File: src/rtl/fifo_pkg.sv
// Shared sizing constants for the synchronous FIFO pointer logic.
package fifo_pkg;

    localparam int unsigned ADDR_W = 3;
    localparam int unsigned PTR_W  = ADDR_W + 1;
    localparam int unsigned DEPTH  = 2 ** ADDR_W;

endpackage : fifo_pkg

File: src/rtl/fifo_ptr_cnt.sv
// Enable-gated wrapping pointer counter; exposes both current and next-state value.
module fifo_ptr_cnt #(
    parameter int unsigned Width = 4
) (
    input  logic             clk,
    input  logic             rst_n,
    input  logic             en,
    output logic [Width-1:0] cnt,
    output logic [Width-1:0] cnt_nxt
);

    logic [Width-1:0] cnt_q, cnt_d;

    always_comb begin
        cnt_d = cnt_q;
        if (en) begin
            cnt_d = cnt_q + Width'(1);
        end
    end

    always_ff @(posedge clk or negedge rst_n) begin
        if (!rst_n) begin
            cnt_q <= '0;
        end else begin
            cnt_q <= cnt_d;
        end
    end

    assign cnt     = cnt_q;
    assign cnt_nxt = cnt_d;

endmodule : fifo_ptr_cnt

File: src/rtl/fifo_ptr_ctrl.sv
// FIFO read/write pointer controller with registered full/empty and overflow/underflow pulses.
// Optional FIFO_LEVEL_EN adds a registered occupancy output `level`.
module fifo_ptr_ctrl
    import fifo_pkg::*;
#(
    parameter int unsigned ADDR_W = fifo_pkg::ADDR_W
) (
    input  logic              clk,
    input  logic              rst_n,
    input  logic              wr_en,
    input  logic              rd_en,
    output logic [ADDR_W:0]   wr_ptr,
    output logic [ADDR_W:0]   rd_ptr,
    output logic [ADDR_W-1:0] wr_addr,
    output logic [ADDR_W-1:0] rd_addr,
    output logic              wr_ack,
    output logic              rd_ack,
    output logic              full,
    output logic              empty,
    output logic              overflow,
    output logic              underflow
`ifdef FIFO_LEVEL_EN
    ,
    output logic [ADDR_W:0]   level
`endif
);

    logic [ADDR_W:0] wr_nxt, rd_nxt;
    logic            full_q, full_d;
    logic            empty_q, empty_d;
    logic            overflow_q, overflow_d;
    logic            underflow_q, underflow_d;

    assign wr_ack = wr_en & ~full_q;
    assign rd_ack = rd_en & ~empty_q;

    fifo_ptr_cnt #(
        .Width (ADDR_W + 1)
    ) u_wr_cnt (
        .clk     (clk),
        .rst_n   (rst_n),
        .en      (wr_ack),
        .cnt     (wr_ptr),
        .cnt_nxt (wr_nxt)
    );

    fifo_ptr_cnt #(
        .Width (ADDR_W + 1)
    ) u_rd_cnt (
        .clk     (clk),
        .rst_n   (rst_n),
        .en      (rd_ack),
        .cnt     (rd_ptr),
        .cnt_nxt (rd_nxt)
    );

    // Flags come from next-state pointers so they land in the same cycle as the pointers.
    always_comb begin
        empty_d     = (wr_nxt == rd_nxt);
        full_d      = (wr_nxt[ADDR_W] != rd_nxt[ADDR_W]) &&
                      (wr_nxt[ADDR_W-1:0] == rd_nxt[ADDR_W-1:0]);
        overflow_d  = wr_en & full_q;
        underflow_d = rd_en & empty_q;
    end

    always_ff @(posedge clk or negedge rst_n) begin
        if (!rst_n) begin
            full_q      <= 1'b0;
            empty_q     <= 1'b1;
            overflow_q  <= 1'b0;
            underflow_q <= 1'b0;
        end else begin
            full_q      <= full_d;
            empty_q     <= empty_d;
            overflow_q  <= overflow_d;
            underflow_q <= underflow_d;
        end
    end

`ifdef FIFO_LEVEL_EN
    logic [ADDR_W:0] level_q, level_d;

    always_comb begin
        level_d = wr_nxt - rd_nxt;
    end

    always_ff @(posedge clk or negedge rst_n) begin
        if (!rst_n) begin
            level_q <= '0;
        end else begin
            level_q <= level_d;
        end
    end

    assign level = level_q;
`endif

    assign wr_addr   = wr_ptr[ADDR_W-1:0];
    assign rd_addr   = rd_ptr[ADDR_W-1:0];
    assign full      = full_q;
    assign empty     = empty_q;
    assign overflow  = overflow_q;
    assign underflow = underflow_q;

endmodule : fifo_ptr_ctrl
File: config.mk
export PLATFORM = sky130hd
export DESIGN_NAME = fifo_ptr_ctrl
export DESIGN_NICKNAME = d
export VERILOG_FILES = /design/src/rtl/fifo_pkg.sv /design/src/rtl/fifo_ptr_cnt.sv /design/src/rtl/fifo_ptr_ctrl.sv
export SDC_FILE = /design/constraint.sdc
export NUM_CORES = 1
export LEC_CHECK = 0
export ABC_CLOCK_PERIOD_IN_PS = 1800
export BUFFER_PORTS_ARGS = -buffer_cell sky130_fd_sc_hd__clkbuf_2
export CAP_MARGIN = 20
export CORE_MARGIN = 1
export CORE_UTILIZATION = 42
export DETAILED_ROUTE_END_ITERATION = 12
export GPL_TIMING_DRIVEN = 0
export HOLD_SLACK_MARGIN = 0.08
export PLACE_DENSITY = 0.69
export SYNTH_ARGS = -nofsm -noshare
export SYNTH_HDL_FRONTEND = slang
export SYNTH_SLANG_ARGS = --single-unit
File: constraint.sdc
create_clock -name clk -period 1.8 [get_ports clk]
set_input_delay 0.18 -clock clk [delete_from_list [all_inputs] [get_ports clk]]
set_output_delay 0.18 -clock clk [all_outputs]
set_load 0.01 [all_outputs]
[Word-level counts from Yosys, hierarchy flattened]
Cells that the tools add are included.
Word-level totals
  output and inout port bits: 20
  flip-flop bits (word level): 12
  input bits: 4
  word-level logic and storage cells: 20
Cells by class
  muxes and demuxes: 2
  reduce and logical (&&, ||, !) cells: 1
  equality and inequality tests: 3
  bitwise operators: 6
  add/sub/neg operators: 2
Operator list (number)
  $add A4 B1 Y4 const B: 2
  $mux W4: 2
  $and A1 B1 Y1: 4
  $eq A4 B4 Y1: 1
  $eq A3 B3 Y1: 1
  $not A1 Y1: 2
  $logic_and A1 B1 Y1: 1
  $ne A1 B1 Y1: 1

[Longest topological paths before layout]
  word-level depth: 5
  depth in mapped cells: 6
  mapped depth without buffers: 6

[Cells and area by module]
From an unflattened synthesis, not the netlist that was laid out.
Unflattened totals
  cell total of the unflattened synthesis: 42
  area total of the unflattened synthesis: 554.3 µm²
By module, submodules not included
  fifo_ptr_cnt: instances 2, area an instance 160.2 µm², seq. area each 100.1 µm², cells an instance 11
  fifo_ptr_ctrl: instances 1, area an instance 234.0 µm², seq. area each 101.3 µm², cells an instance 20

[Worst setup path before layout]
Ideal clock, no wire load.
  kind: register to register
  start point: register u_wr_cnt.cnt_q[0], in the netlist u_wr_cnt.cnt[0]
  end point: register full_q, in the netlist full
  library setup time: 0.069 ns
  data arrival time: 1.609 ns
  required time: 1.731 ns
  path buffers: 0
  period minus slack after synthesis: 1.677 ns
  setup slack: 0.123 ns
  stages on the path, launching flop included: 6
  path through: dfrtp_1 > ha_1 > mux2_4 > xor2_1 > or3_4 > nor2b_2
On the way
  cells in the longest elaborated chain, start to end: 4
  elaborated cells between the ends (all ways): 5
  those cells by class: 1 x add/sub; 2 x eq/ne; 1 x mux; 1 x reduce/logical
Ends and longest elaborated chain
  start: declaration: RTL line fifo_ptr_cnt.sv:12  | logic [Width-1:0] cnt_q, cnt_d;
  start signal: assignment: RTL line fifo_ptr_cnt.sv:25  | cnt_q <= cnt_d;
  $add A4 B1 Y4: RTL line fifo_ptr_cnt.sv:17  | cnt_d = cnt_q + Width'(1);
  $mux W4: RTL line fifo_ptr_cnt.sv:16  | if (en) begin
  net u_wr_cnt.cnt_nxt[1]: RTL line fifo_ptr_cnt.sv:9  | output logic [Width-1:0] cnt_nxt
  $eq A3 B3 Y1: RTL line fifo_ptr_ctrl.sv:61  | (wr_nxt[ADDR_W-1:0] == rd_nxt[ADDR_W-1:0]);
  $logic_and A1 B1 Y1: RTL line fifo_ptr_ctrl.sv:60  | full_d = (wr_nxt[ADDR_W] != rd_nxt[ADDR_W]) &&
  net full_d: RTL line fifo_ptr_ctrl.sv:29  | logic full_q, full_d;
  end signal: assignment: RTL line fifo_ptr_ctrl.sv:73  | full_q <= full_d;
  end: declaration: RTL line fifo_ptr_ctrl.sv:29
The timed path passes the listed nets, and every way through them passes these cells.

[Worst setup path in the final report]
  start point: register u_rd_cnt.cnt_q[0], in the netlist u_rd_cnt.cnt[0]
  end point: register full_q, in the netlist full
On the way
  cells in the longest elaborated chain, start to end: 4
  elaborated cells between the ends (all ways): 5
  those cells by class: 1 x add/sub; 2 x eq/ne; 1 x mux; 1 x reduce/logical
Ends and longest elaborated chain
  start: declaration: RTL line fifo_ptr_cnt.sv:12
  start signal: assignment: RTL line fifo_ptr_cnt.sv:25
  $add A4 B1 Y4: RTL line fifo_ptr_cnt.sv:17
  $mux W4: RTL line fifo_ptr_cnt.sv:16
  net rd_nxt[1]: RTL line fifo_ptr_ctrl.sv:28  | logic [ADDR_W:0] wr_nxt, rd_nxt;
  $eq A3 B3 Y1: RTL line fifo_ptr_ctrl.sv:61
  $logic_and A1 B1 Y1: RTL line fifo_ptr_ctrl.sv:60
  net full_d: RTL line fifo_ptr_ctrl.sv:29
The timed path passes the listed nets, and every way through them passes these cells.

==> qor.yml <==
sta:
  max-slew-margin-rel_pct: 80.3
  setup_viol: 0
  final-max-slew-violation-count: 0
  hold_viol_final: 0
  post-route-period-util_pct: 95.4
  fin_skew_ps: 0.488
  fmax_ghz: 0.582
  rsz0062_at_grt: "false"
  fin_crit_ps: 1720
  final.setup.tns_ps: 0
  worst_slew_pin_slew_ps: 294
place:
  portBuffers: 23
  gp_congestion: 0.719
global_route:
  antenna_found_initial: 0
  grtUsageTotal_pct: 15.5
  grt_pass1_vias: 360
  use_met2_pct: 27.0
  grt_use_met3_pct: 5.11
  grt_overflow: 0
  grt_start_max_net_pins: 13
  grt_pass1_wl_um: 1500
  busiest_layer: "met2"
  grtUsageMet1_pct: 17.3
critical_path:
  worstSetupPathType: "register to register"
  worstPathMaxFanout: 5
  arrival_ps: 1920
  crit_path_cell_trace: "ha_1 > mux2_4 > xor2_1 > or3_4 > nor2b_2"
  slowest_delay_ps: 440
  cp_slowest_cell: "dfrtp_1"
  cp_num_buf_inv: 0
  critPathCaptureType: "register"
  cp-start-kind: "register"
  crit_family: "simple AND/OR/NAND/NOR gates"
  crit_required_ps: 2000
drt:
  vias: 402
  drtAntennaViolNets: 0
  vias_per_cell: 4.52
  drc: 0
  firstDrtPassIters: 4
  wire_per_inst_um: 11.3
  drt_iter0_drc: 5
  drt_wl_total_um: 1000
floorplan:
  dieHeight_um: 39.6
  die_x_um: 39.6
  pin_count: 24
  core_area_mm2: 0.00130
  dieArea_mm2: 0.00157
  rows: 13
  start_util_pct: 45.6
job:
  drv_cap: 0
finish:
  nets: 81
  area_growth_syn_to_layout_pct: 30.4
  n_antenna_cell: 0
  n_fill_cell: 119
  final_util_pct: 59.4
  drive_above_1_share_pct: 55.4
cts:
  ctsResizeCount: 0
  cts_hold_buf: 1
  clk_latency_ps: 260
  cts-root-buf: "clkbuf_4"
  postCtsSetupBuffers: 0
  tritoncts: "built"
  htreeDepth: 1
  cts.sinks: 12
  clk_pin_slew_ps: 70
  cts_buffers: 3
  cts_max_path_buffers: 2
pwr:
  intPower_uw: 935
  p_sw_share_pct: 38.3
  comb_power_share_pct: 53.4
  p_per_area_mw_per_mm2: 1960
  p_clk_share_pct: 13.7
  seqPwrFrac_pct: 32.9
  totalPowerFinal_mw: 1.51
  ir_drop_mv: 1.07
  leakage_nw: 0.413
  switchingPower_uw: 580
synth:
  synth_cells: 46
  yosysTopAreaCell: "dfrtp_1"
  yosysSeqAreaShare_pct: 50.8
  syn_nets: 52
  synth.avg_cell_area_um2: 12.9
  yosysTopAreaCellShare_pct: 46.4
  synth.distinct_cells: 17
  synthTopCellsByArea: "dfrtp_1 (46%), xor2_1 (10%), buf_4 (7.6%)"
  ys_warn_count: 0
  ys_ff_latch: 12
  syn_area_um2: 593
worst_hold_path:
  hold_path_class: "input pin to register"
run_status:
  status: "completed"
## Yosys cell counts
master and instances:
mux2_4 2, xor2_1 7, nor2b_4 1, dfstp_2 1, and2_2 1, inv_1 3, ha_1 2, nand2b_4 1
nor2b_2 1, nor2_1 1, nand4_1 2, nand3b_1 2, buf_4 6, or3_4 1, xnor2_1 3, dfrtp_1 11
and2_1 1
## metal layers
metal	vias to the layer above	part of all wire [%]
li1	200	-
met1	188	43
met2	12	52
met3	2	4.5
met4	0	0.90
met5	-	0
## placed cells by master (no fill, tap or decap), drive strengths merged, types with 2 or more instances in the layout
cell    count
nand4       2
mux2        2
and2        2
buf         6
ha          2
clkbuf     27
inv         3
xor2        7
xnor2       3
nor2b       2
nand3b      2
dfrtp      11
## final timing paths
check                      slack (ps)  depth (start not counted)             from              end
min                               170                          2            wr_en         overflow
max                                80                          5  u_rd_cnt.cnt[0]             full
max in group asynchronous        1210                          2            rst_n            empty
min in group asynchronous         320                          2            rst_n             full
min reg2reg                       540                          2  u_rd_cnt.cnt[3]  u_rd_cnt.cnt[3]
max reg2reg                        80                          5  u_rd_cnt.cnt[0]             full
## stage by stage
stage          hold WS [ps]  setup slack, ps  area [um^2]  cells
3_5_place_dp           79.5             85.5          727     84
4_1_cts                 165             63.8          773     89
2_1_floorplan          -116              123          593     46
3_3_place_gp           80.8              108          727     84
5_1_grt                 172             10.9          773     89
6_report                174             83.2          773     89
## state kept, by name, summed over array words and instances (netlist names)
name,cells
empty,1
full,1
overflow,1
u_rd_cnt.cnt,4
u_wr_cnt.cnt,4
underflow,1
## cells by family (layout without fill, tap and decap cells)
group | Yosys count | count (layout) | synth area share (%)
buffers and inverters | 9 | 37 | 9.49
DFF | 12 | 12 | 50.8
xor gates and xnor gates | 10 | 10 | 14.8
muxes | 2 | 2 | 5.06
and+or+nand+nor | 11 | 11 | 15.6
adders and majority gates | 2 | 2 | 4.22
## area by class of cell
| type | instances | area [um^2] | share of cell area (%) |
|---|---|---|---|
| timing repair buffer | 24 | 125 | 16.2 |
| tap | 15 | 18.8 | 2.43 |
| sequential | 12 | 302 | 39.0 |
| inverter | 3 | 11.3 | 1.46 |
| buffer | 6 | 45.0 | 5.83 |
| multi-input combinational | 25 | 235 | 30.4 |
| clock buffer | 4 | 36.3 | 4.69 |
## power by group through the flow
stage | Combinational [mW] | Clock, mW | Sequential (mW)
after detailed placement | 0.808 | 0 | 0.505
after global routing | 0.891 | 0.231 | 0.518
after CTS | 0.816 | 0.221 | 0.499
final | 0.808 | 0.208 | 0.498
after floorplan | 0.518 | 0 | 0.534
after global placement | 0.786 | 0 | 0.498
## worst reg2reg max path, cell delays in order (launching register included)
cell and delay (ps):
dfrtp_1 440, ha_1 310, mux2_4 280, xor2_1 140, or3_4 370, nor2b_2 110
No activity file was read; power rests on OpenSTA's default activity.
